`src/rtl/risc_pkg.sv`:
```
// Shared pipeline constants and the LM/SM sequencer state type.
package risc_pkg;
  localparam int REG_IDX_W = 3;
  localparam int WORD_W    = 16;

  localparam logic [3:0] OP_LM = 4'b0110;
  localparam logic [3:0] OP_SM = 4'b0111;

  typedef enum logic {IDLE = 1'b0, SEQ = 1'b1} seq_state_t;
endpackage

```
`src/rtl/lmsm_sequencer_if.sv`:
```
// Decode-side request bus and RR-side micro-op bus of the LM/SM sequencer.
// master = surrounding pipeline, slave = sequencer.
interface lmsm_sequencer_if #(
  parameter int LIST_W = 8,
  parameter int RIDX_W = 3,
  parameter int ADDR_W = 16
);
  logic              in_valid;
  logic              in_is_load;
  logic [LIST_W-1:0] in_list;
  logic [ADDR_W-1:0] in_base;
  logic              in_ready;
  logic              flush;
  logic              uop_valid;
  logic              uop_ready;
  logic              uop_is_load;
  logic [RIDX_W-1:0] uop_reg;
  logic [ADDR_W-1:0] uop_addr;
  logic              uop_last;
  logic              stall_fetch;

  modport master (
    output in_valid, in_is_load, in_list, in_base, flush, uop_ready,
    input  in_ready, uop_valid, uop_is_load, uop_reg, uop_addr, uop_last, stall_fetch
  );

  modport slave (
    input  in_valid, in_is_load, in_list, in_base, flush, uop_ready,
    output in_ready, uop_valid, uop_is_load, uop_reg, uop_addr, uop_last, stall_fetch
  );
endinterface

```
`src/rtl/lsb_prienc.sv`:
```
// Lowest-set-bit finder: index and one-hot mask of the lowest 1 in i_list.
// All-zero input yields index 0 and an empty mask.
module lsb_prienc #(
  parameter int LIST_W = 8,
  parameter int RIDX_W = 3
) (
  input  logic [LIST_W-1:0] i_list,
  output logic [RIDX_W-1:0] o_idx,
  output logic [LIST_W-1:0] o_onehot
);
  // two's-complement trick isolates the lowest set bit
  assign o_onehot = i_list & (~i_list + LIST_W'(1));

  // encode the (at most one) set bit of the mask
  always_comb begin
    o_idx = '0;
    for (int k = 0; k < LIST_W; k++)
      if (o_onehot[k]) o_idx = o_idx | RIDX_W'(k);
  end
endmodule

```
`src/rtl/lmsm_sequencer.sv`:
```
// LM/SM sequencer: expands one decoded LM/SM into one memory micro-op per
// set bit of the register list, ascending register order, while stalling
// fetch. Optional statistics counters are enabled by LMSM_STATS_EN.
module lmsm_sequencer
  import risc_pkg::*;
#(
  parameter int LIST_W = 8,
  parameter int RIDX_W = REG_IDX_W,
  parameter int ADDR_W = WORD_W
) (
  input  logic clk,
  input  logic resetn,
  lmsm_sequencer_if.slave bus
`ifdef LMSM_STATS_EN
  ,
  output logic [15:0] stat_uops,
  output logic [15:0] stat_stall
`endif
);
  seq_state_t        r_state, w_state_nxt;
  logic [LIST_W-1:0] r_list;      // remaining list, including the presented uop
  logic [LIST_W-1:0] r_mask;      // one-hot of the presented uop's register
  logic [RIDX_W:0]   r_cnt;       // micro-ops accepted so far
  logic [ADDR_W-1:0] r_base;
  logic              r_is_load;
  logic              r_uop_valid, r_uop_last, r_uop_is_load;
  logic [RIDX_W-1:0] r_uop_reg;
  logic [ADDR_W-1:0] r_uop_addr;

  logic              w_accept, w_xfer, w_in_ready, w_stall, w_last;
  logic [LIST_W-1:0] w_src, w_onehot;
  logic [RIDX_W-1:0] w_idx;
  logic [RIDX_W:0]   w_cnt_nxt;

  assign w_accept  = (r_state == IDLE) & bus.in_valid & ~bus.flush & (|bus.in_list);
  assign w_xfer    = r_uop_valid & bus.uop_ready;
  assign w_cnt_nxt = r_cnt + 1'b1;

  // list the next micro-op is picked from: fresh list on accept, else drop consumed bit
  assign w_src  = (r_state == IDLE) ? bus.in_list : (r_list & ~r_mask);
  assign w_last = ((w_src & ~w_onehot) == '0);

  lsb_prienc #(.LIST_W(LIST_W), .RIDX_W(RIDX_W)) u_prienc (
    .i_list   (w_src),
    .o_idx    (w_idx),
    .o_onehot (w_onehot)
  );

  // state register
  always_ff @(posedge clk or negedge resetn) begin
    if (!resetn) r_state <= IDLE;
    else         r_state <= w_state_nxt;
  end

  // next state, handshake and fetch stall
  always_comb begin
    w_state_nxt = r_state;
    w_in_ready  = 1'b0;
    w_stall     = 1'b0;
    case (r_state)
      IDLE: begin
        w_in_ready = 1'b1;
        w_stall    = w_accept;  // hold the instruction behind the LM/SM now
        if (w_accept) w_state_nxt = SEQ;
      end
      SEQ: begin
        w_stall = 1'b1;
        if (bus.flush || (w_xfer && r_uop_last)) w_state_nxt = IDLE;
      end
      default: w_state_nxt = IDLE;
    endcase
  end

  // sequence bookkeeping and registered micro-op outputs; flush has priority
  always_ff @(posedge clk or negedge resetn) begin
    if (!resetn) begin
      r_list <= '0; r_mask <= '0; r_cnt <= '0; r_base <= '0; r_is_load <= 1'b0;
      r_uop_valid <= 1'b0; r_uop_last <= 1'b0; r_uop_is_load <= 1'b0;
      r_uop_reg <= '0; r_uop_addr <= '0;
    end else if (bus.flush) begin
      r_list <= '0; r_mask <= '0; r_cnt <= '0;
      r_uop_valid <= 1'b0; r_uop_last <= 1'b0;
    end else if (w_accept) begin
      r_list        <= bus.in_list;
      r_mask        <= w_onehot;
      r_cnt         <= '0;
      r_base        <= bus.in_base;
      r_is_load     <= bus.in_is_load;
      r_uop_valid   <= 1'b1;
      r_uop_is_load <= bus.in_is_load;
      r_uop_reg     <= w_idx;
      r_uop_addr    <= bus.in_base;
      r_uop_last    <= w_last;
    end else if (w_xfer) begin
      if (r_uop_last) begin
        r_list <= '0; r_mask <= '0; r_cnt <= '0;
        r_uop_valid <= 1'b0; r_uop_last <= 1'b0;
      end else begin
        r_list        <= w_src;
        r_mask        <= w_onehot;
        r_cnt         <= w_cnt_nxt;
        r_uop_is_load <= r_is_load;
        r_uop_reg     <= w_idx;
        r_uop_addr    <= r_base + ADDR_W'(w_cnt_nxt);  // wraps mod 2^ADDR_W
        r_uop_last    <= w_last;
      end
    end
  end

  assign bus.in_ready    = w_in_ready;
  assign bus.stall_fetch = w_stall;
  assign bus.uop_valid   = r_uop_valid;
  assign bus.uop_is_load = r_uop_is_load;
  assign bus.uop_reg     = r_uop_reg;
  assign bus.uop_addr    = r_uop_addr;
  assign bus.uop_last    = r_uop_last;

`ifdef LMSM_STATS_EN
  logic [15:0] r_stat_uops, r_stat_stall;

  // saturating event counters, cleared only by reset
  always_ff @(posedge clk or negedge resetn) begin
    if (!resetn) begin
      r_stat_uops  <= '0;
      r_stat_stall <= '0;
    end else begin
      if (w_xfer  && (r_stat_uops  != 16'hFFFF)) r_stat_uops  <= r_stat_uops  + 16'd1;
      if (w_stall && (r_stat_stall != 16'hFFFF)) r_stat_stall <= r_stat_stall + 16'd1;
    end
  end

  assign stat_uops  = r_stat_uops;
  assign stat_stall = r_stat_stall;
`endif
endmodule

```
`src/flat_wrapper.sv`:
```
// flat-port wrapper written by rule: the top's interface ports become plain ports
module lmsm_sequencer_flat import risc_pkg::*;
#(
  parameter int LIST_W = 8,
  parameter int RIDX_W = REG_IDX_W,
  parameter int ADDR_W = WORD_W
)
  (clk, resetn, bus_in_valid, bus_in_is_load, bus_in_list, bus_in_base, bus_flush, bus_uop_ready, bus_in_ready, bus_uop_valid, bus_uop_is_load, bus_uop_reg, bus_uop_addr, bus_uop_last, bus_stall_fetch);
  lmsm_sequencer_if #(.LIST_W(LIST_W), .RIDX_W(RIDX_W), .ADDR_W(ADDR_W)) bus_i ();
  input  logic clk;
  input  logic resetn;
  input wire logic [$bits(bus_i.in_valid)-1:0] bus_in_valid;
  input wire logic [$bits(bus_i.in_is_load)-1:0] bus_in_is_load;
  input wire logic [$bits(bus_i.in_list)-1:0] bus_in_list;
  input wire logic [$bits(bus_i.in_base)-1:0] bus_in_base;
  input wire logic [$bits(bus_i.flush)-1:0] bus_flush;
  input wire logic [$bits(bus_i.uop_ready)-1:0] bus_uop_ready;
  output wire logic [$bits(bus_i.in_ready)-1:0] bus_in_ready;
  output wire logic [$bits(bus_i.uop_valid)-1:0] bus_uop_valid;
  output wire logic [$bits(bus_i.uop_is_load)-1:0] bus_uop_is_load;
  output wire logic [$bits(bus_i.uop_reg)-1:0] bus_uop_reg;
  output wire logic [$bits(bus_i.uop_addr)-1:0] bus_uop_addr;
  output wire logic [$bits(bus_i.uop_last)-1:0] bus_uop_last;
  output wire logic [$bits(bus_i.stall_fetch)-1:0] bus_stall_fetch;
  assign bus_i.in_valid = bus_in_valid;
  assign bus_i.in_is_load = bus_in_is_load;
  assign bus_i.in_list = bus_in_list;
  assign bus_i.in_base = bus_in_base;
  assign bus_i.flush = bus_flush;
  assign bus_i.uop_ready = bus_uop_ready;
  assign bus_in_ready = bus_i.in_ready;
  assign bus_uop_valid = bus_i.uop_valid;
  assign bus_uop_is_load = bus_i.uop_is_load;
  assign bus_uop_reg = bus_i.uop_reg;
  assign bus_uop_addr = bus_i.uop_addr;
  assign bus_uop_last = bus_i.uop_last;
  assign bus_stall_fetch = bus_i.stall_fetch;
  lmsm_sequencer #(.LIST_W(LIST_W), .RIDX_W(RIDX_W), .ADDR_W(ADDR_W)) u_core (.clk(clk), .resetn(resetn), .bus(bus_i));
endmodule
```
`config.mk`:
```
export PLATFORM = sky130hd
export DESIGN_NAME = lmsm_sequencer_flat
export DESIGN_NICKNAME = d
export VERILOG_FILES = /design/src/rtl/risc_pkg.sv /design/src/rtl/lmsm_sequencer_if.sv /design/src/rtl/lsb_prienc.sv /design/src/rtl/lmsm_sequencer.sv /design/src/flat_wrapper.sv
export SDC_FILE = /design/constraint.sdc
export NUM_CORES = 1
export LEC_CHECK = 0
export BUFFER_PORTS_ARGS = -buffer_cell sky130_fd_sc_hd__buf_4
export CAP_MARGIN = 0
export CORE_ASPECT_RATIO = 0.75
export CORE_UTILIZATION = 55
export CTS_BUF_LIST = sky130_fd_sc_hd__clkbuf_16
export DETAILED_ROUTE_END_ITERATION = 10
export PLACE_DENSITY = 0.79
export SLEW_MARGIN = 20
export SYNTH_ARGS = -nofsm -noshare
export SYNTH_HDL_FRONTEND = slang
export SYNTH_SLANG_ARGS = --single-unit
```
`constraint.sdc`:
```
create_clock -name clk -period 3.1 [get_ports clk]
set_input_delay 0.62 -clock clk [delete_from_list [all_inputs] [get_ports clk]]
set_output_delay 0.62 -clock clk [all_outputs]
set_load 0.01 [all_outputs]
```
== Yosys cells after proc, flatten, opt, wreduce, memory -nomap -nowiden ==
Index checks and enable logic that the tools add are counted.

* Bits of input ports: 30
* Register bits after elaboration: 60
* Output and inout bits: 24
* Logic and storage cells: 79

* Mux-type cells: 42
* Add/subtract/negate cells: 3
* Reduce and logical (&&, ||, !) cells: 10
* Bitwise logic cells: 12
* Equal/unequal tests: 1

{| class="wikitable"
|+ Operators with widths
! operator !! count
|-
| $mux 8 || 9
|-
| $mux 16 || 3
|-
| $and 8x8->8 || 3
|-
| $not 8->8 || 3
|-
| $mux 3 || 7
|-
| $add 16x4->16 || 1
|-
| $mux 4 || 4
|-
| $mux 1 || 15
|-
| $add 8x1->8 const B || 1
|-
| $logic_not 8->1 || 1
|-
| $reduce_or 8->1 || 1
|-
| $reduce_bool 3->1 || 2
|-
| $add 4x1->4 const B || 1
|-
| $and 1x1->1 || 4
|-
| $mux 2 || 2
|-
| $pmux 1 s2 || 2
|-
| $reduce_and 2->1 || 2
|-
| $reduce_and 3->1 || 1
|-
| $ne 2x2->1 const B || 1
|-
| $not 1->1 || 2
|-
| $reduce_bool 2->1 || 1
|-
| $logic_and 1x1->1 || 1
|-
| $logic_or 1x1->1 || 1
|}

== Logic depth before layout (Yosys ltp) ==
* Depth after elaboration: 16
* Depth in mapped cells: 10

== Hierarchy ==
A second synthesis with hierarchy kept.

* Cell total of the unflattened synthesis: 367
* Area total of the unflattened synthesis: 3318.2 µm²

{| class="wikitable"
|+ By module, submodules not included
! module !! sequential area each (µm²) !! instances !! cells each !! area each (µm²)
|-
| lmsm_sequencer || 1501.4 || 1 || 347 || 3175.5
|-
| lsb_prienc || 0.0 || 1 || 20 || 142.6
|}

== Worst setup path before layout ==
OpenSTA, ideal clock, no wires.

* Path type: input-to-output
* Start: in bus_in_list[1]
* End: out bus_stall_fetch
* Cell stages on the path: 6
* Arrival: 1840 ps
* Path slack: 640 ps
* Required time: 2480 ps
* Cell sequence: nor4_2 nand2_1 nand4b_1 buf_2 buf_1 nand2_1

* Longest elaborated chain between the ends: 3

{| class="wikitable"
|+ Ends and longest elaborated chain
! element !! line !! RTL
|-
| start, declared || flat_wrapper.sv:14 || <nowiki>input wire logic [$bits(bus_i.in_list)-1:0] bus_in_list;</nowiki>
|-
| $reduce_or 8->1 || lmsm_sequencer.sv:35 || <nowiki>assign w_accept = (r_state == IDLE) & bus.in_valid & ~bus.flush & (|bus.in_list);</nowiki>
|-
| $and 1x1->1 || lmsm_sequencer.sv:35 ||
|-
| $pmux 1 s2 || lmsm_sequencer.sv:60 || <nowiki>case (r_state)</nowiki>
|-
| end, declared || flat_wrapper.sv:24 || <nowiki>output wire logic [$bits(bus_i.stall_fetch)-1:0] bus_stall_fetch;</nowiki>
|}

Every way passes these cells.

== Worst setup path after layout ==
* Start: reg u_core.r_cnt[0]
* End: reg u_core.r_uop_addr[11], in the netlist u_core.bus.uop_addr[11]

* Longest elaborated chain between the ends: 5

{| class="wikitable"
|+ Ends and longest elaborated chain
! element !! line !! RTL
|-
| start, declared || lmsm_sequencer.sv:23 || <nowiki>logic [RIDX_W:0] r_cnt;</nowiki>
|-
| start signal, assigned || lmsm_sequencer.sv:101 || <nowiki>r_cnt <= w_cnt_nxt;</nowiki>
|-
| $add 4x1->4 || lmsm_sequencer.sv:37 || <nowiki>assign w_cnt_nxt = r_cnt + 1'b1;</nowiki>
|-
| $add 16x4->16 || lmsm_sequencer.sv:104 || <nowiki>r_uop_addr <= r_base + ADDR_W'(w_cnt_nxt);</nowiki>
|-
| $mux 16 || lmsm_sequencer.sv:95 || <nowiki>if (r_uop_last) begin</nowiki>
|-
| $mux 16 || lmsm_sequencer.sv:94 || <nowiki>end else if (w_xfer) begin</nowiki>
|-
| $mux 16 || lmsm_sequencer.sv:83 || <nowiki>end else if (w_accept) begin</nowiki>
|-
| end signal, assigned || lmsm_sequencer.sv:92 || <nowiki>r_uop_addr <= bus.in_base;</nowiki>
|-
| end signal, assigned || lmsm_sequencer.sv:104 ||
|-
| end, declared || lmsm_sequencer.sv:28 || <nowiki>logic [ADDR_W-1:0] r_uop_addr;</nowiki>
|}

Every way passes these cells. The select of a mux whose other input is x is not followed.
A chain may end at the register's enable or synchronous reset.

==> metrics.txt <==
# TYPE chip_impl_metric gauge
chip_impl_metric{name="cts.clk_slew.worst_paths",unit="ns"} 0.05
chip_impl_metric{name="cts-htree-levels",unit=""} 3
chip_impl_info{name="rsz0062_at_grt",value="false"} 1
chip_impl_info{name="outcome",value="finished clean"} 1
chip_impl_metric{name="drc_errors",unit=""} 0
chip_impl_metric{name="vias",unit=""} 2755
chip_impl_metric{name="global_route.usage.total",unit="%"} 28.8
chip_impl_metric{name="antenna_found_initial",unit=""} 0
chip_impl_metric{name="detailedPlacementHpwl",unit="um"} 5290
chip_impl_info{name="synth_ff_type",value="dfrtp_1"} 1
chip_impl_info{name="worstHoldPathType",value="in2async"} 1
chip_impl_metric{name="cp_data_arrival_time",unit="ns"} 2.76
chip_impl_metric{name="fp.dieArea",unit="sq mm"} 0.00597
chip_impl_metric{name="cts.sink_count",unit=""} 60
chip_impl_metric{name="drt-initial-drc-count",unit=""} 266
chip_impl_metric{name="syn_avg_cell_area",unit="sq um"} 9.22
chip_impl_metric{name="critical_path.max_stage_delay",unit="ns"} 0.42
chip_impl_metric{name="crit_path_max_fanout",unit=""} 5
chip_impl_info{name="ctsRootBufferMaster",value="clkbuf_16"} 1
chip_impl_metric{name="finalMaxSlewViolations",unit=""} 0
chip_impl_metric{name="core_area",unit="sq mm"} 0.00541
chip_impl_metric{name="filler_cell_count",unit=""} 460
chip_impl_metric{name="power_switching_share",unit="%"} 30.6
chip_impl_metric{name="synth_edf_count",unit=""} 0
chip_impl_metric{name="finalSetupTns",unit="ns"} 0
chip_impl_info{name="worstReg2RegStart",value="u_core.r_cnt[0]"} 1
chip_impl_metric{name="post-cts-setup-buffers",unit=""} 0
chip_impl_metric{name="synthesis.nets",unit=""} 374
chip_impl_metric{name="p_switching",unit="mW"} 0.748
chip_impl_metric{name="routed_wl",unit="um"} 7750
chip_impl_metric{name="intPower",unit="mW"} 1.70
chip_impl_metric{name="p_leak",unit="nW"} 1.79
chip_impl_metric{name="cts_made_buffers",unit=""} 9
chip_impl_metric{name="post_cts_resized",unit=""} 0
chip_impl_metric{name="final.setup_skew",unit="ns"} 0.00820
chip_impl_metric{name="dieHeight",unit="um"} 67.2
chip_impl_metric{name="relSlewSlack",unit="%"} 50.3
chip_impl_metric{name="ys_types",unit=""} 47
chip_impl_metric{name="ys_warn_count",unit=""} 0
chip_impl_metric{name="utilization",unit="%"} 71.3
chip_impl_metric{name="floorplan.die.width",unit="um"} 88.9
chip_impl_metric{name="max_ir_drop_vdd",unit="mV"} 0.422
chip_impl_metric{name="layout.nets",unit=""} 431
chip_impl_metric{name="max_buffers_root_to_sink",unit=""} 2
chip_impl_metric{name="timing.max_cap.violations",unit=""} 0
chip_impl_info{name="mostFrequentLayoutCells",value="nand2_1, buf_4, dfrtp_1, nand3_1, o21ai_0"} 1
chip_impl_info{name="layout.cells.most_common",value="nand2_1"} 1
chip_impl_metric{name="route.detailed.wl_per_inst",unit="um"} 16.4
chip_impl_metric{name="final-setup-viol-count",unit=""} 0
chip_impl_metric{name="synth-seq-cells",unit=""} 60
chip_impl_metric{name="power-per-cell-area",unit="mW/mm^2"} 634
chip_impl_metric{name="port_buffers",unit=""} 53
chip_impl_info{name="tritoncts_clock_tree",value="built"} 1
chip_impl_metric{name="finalCriticalPeriod",unit="ns"} 2.52
chip_impl_metric{name="drt_pre_antenna_iters",unit=""} 8
chip_impl_info{name="end_kind",value="flip-flop"} 1
chip_impl_metric{name="netlist_area",unit="sq mm"} 0.00312
chip_impl_metric{name="grt_overflow_total",unit=""} 0
chip_impl_metric{name="postCtsHoldBufs",unit=""} 0
chip_impl_metric{name="synth.yosys.seq_area_share",unit="%"} 48.2
chip_impl_metric{name="gp_congestion",unit=""} 0.846
chip_impl_metric{name="hold_viol_final",unit=""} 0
chip_impl_metric{name="first_global_vias",unit=""} 2592
chip_impl_metric{name="drive_gt1_share",unit="%"} 21.1
chip_impl_metric{name="rrSetupSlack",unit="ns"} 0.58
chip_impl_metric{name="p_clk_share",unit="%"} 35.4
chip_impl_metric{name="global_route_wire_length_before_repair",unit="um"} 12700
chip_impl_metric{name="worstMarginPinSlew",unit="ns"} 0.746
chip_impl_metric{name="seqPwrFrac",unit="%"} 41.5
chip_impl_metric{name="initial_utilization",unit="%"} 57.6
chip_impl_metric{name="period_share",unit="%"} 81.2
chip_impl_metric{name="pwr-share-comb",unit="%"} 23.1
chip_impl_metric{name="worstPathRequired",unit="ns"} 3.34
chip_impl_metric{name="antenna-diode-count",unit=""} 0
chip_impl_info{name="start_kind",value="flip-flop"} 1
chip_impl_metric{name="synth_async_sr_flop_share",unit="%"} 100
chip_impl_metric{name="synth_cells",unit=""} 338
chip_impl_metric{name="ff2ff_path_depth",unit=""} 9
chip_impl_info{name="critical_path.slowest_cell",value="dfrtp_1"} 1
chip_impl_metric{name="post_route_antenna_net_violation_count",unit=""} 0
chip_impl_metric{name="fp-row-count",unit=""} 23
chip_impl_metric{name="pin_count_of_the_biggest_net_entering_global_routing",unit=""} 61
chip_impl_info{name="critical_path.cell_chain",value="ha_1 > xor2_1 > ha_1 > nand3_1 > o211ai_1 > nor2b_1 > nand3_1 > xor2_1 > o211ai_1"} 1
chip_impl_metric{name="max_freq",unit="GHz"} 0.397
chip_impl_metric{name="number_of_top_level_pins",unit=""} 54
chip_impl_metric{name="clkLatencyLatePin",unit="ns"} 0.33
chip_impl_metric{name="vias_per_instance",unit=""} 5.81
chip_impl_metric{name="flow.area_growth_from_synthesis",unit="%"} 23.8
chip_impl_info{name="rr_endpoint",value="u_core.bus.uop_addr[11]"} 1
chip_impl_info{name="criticalPathCategory",value="reg2reg"} 1
-- power by group through the flow --
stage                     Sequential [mW]  Combinational (mW)  Clock [mW]
after floorplan                      1.03               0.297           0
after global placement               1.02               0.543           0
after detailed placement             1.02               0.559           0
after CTS                            1.01               0.566       0.879
after global routing                 1.03               0.631       0.909
final                                1.02               0.565       0.868
-- synth_stat cells, types with 2 or more instances --
cell / number / area, sq um
nand2_1: 71 / 267
dfrtp_1: 60 / 1500
nand3_1: 21 / 105
o21ai_0: 21 / 105
inv_1: 16 / 60.1
nor2_1: 16 / 60.1
a21oi_1: 15 / 75.1
nor3_1: 13 / 65.1
clkbuf_1: 10 / 37.5
o211ai_1: 10 / 75.1
xnor2_1: 9 / 78.8
a211oi_1: 6 / 45.0
a221oi_1: 6 / 52.6
ha_1: 5 / 62.6
nor2b_1: 5 / 31.3
o22ai_1: 5 / 31.3
xor2_1: 5 / 43.8
a32o_1: 4 / 40.0
a22o_1: 3 / 26.3
and3_1: 3 / 18.8
buf_4: 3 / 22.5
a2bb2oi_1: 2 / 17.5
buf_2: 2 / 10.0
mux2i_1: 2 / 20.0
nand3b_1: 2 / 15.0
nor4_2: 2 / 25.0
-- critical path: cells and delay by family, from the launching register on --
family	cells	cell delay (ns)
simple gates	3	0.61
compound gates	2	0.51
flops	1	0.42
xor+xnor	2	0.31
fa+ha+maj	2	0.58
-- stage by stage --
stage	worst slack (ns)	hold WS, ns	power (mW)	cell area [sq um]	cells
after floorplan	0.640	0.324	1.33	3120	338
after global placement	0.662	0.461	1.56	3600	459
after detailed placement	0.579	0.467	1.58	3600	459
after CTS	0.574	0.387	2.46	3860	474
after global routing	0.366	0.424	2.57	3860	474
final	0.583	0.355	2.45	3860	474
-- cell type report --
type,instances,area (sq um),area share [%]
inverters,17,63.8,1.65
repair buffers,62,465,12.1
well taps,75,93.8,2.43
clock buffers,9,225,5.83
multi-input cells,245,1480,38.3
flip-flops and latches,60,1500,38.9
clock inverters,6,32.5,0.843
-- how the worst max path moves through the flow --
stage | from | to | slack [ns] | cells past startpoint
after floorplan | bus_in_list[1] | bus_stall_fetch | 0.64 | 6
after global placement | bus_in_list[1] | u_core.bus.uop_reg[2] | 0.66 | 6
after detailed placement | bus_in_list[1] | u_core.r_cnt[3] | 0.58 | 6
after CTS | u_core.r_cnt[0] | u_core.bus.uop_addr[11] | 0.57 | 9
after global routing | u_core.r_cnt[0] | u_core.bus.uop_addr[11] | 0.37 | 9
final | u_core.r_cnt[0] | u_core.bus.uop_addr[11] | 0.58 | 9
-- layer usage --
layer / vias to the layer above / global-route usage [%] / wire [um]
li1: 1309 / - / -
met1: 1318 / 40.0 / 3520
met4: 0 / 8.27 / 56
met3: 9 / 7.09 / 561
met2: 119 / 45.0 / 3620
met5: - / 0 / 0
-- cell families after synthesis --
logic type / count (synthesis) / share of synthesized area [%]
adder cells (fa/ha/maj): 7 / 2.97
multiplexers: 3 / 1.00
AO/OA/AOI/OAI: 80 / 18.1
buffers and inverters: 33 / 4.42
flip-flops: 60 / 48.2
AND/OR/NAND/NOR: 141 / 21.4
XOR/XNOR: 14 / 3.93
Note: power is estimated with default switching activity, not from simulation.
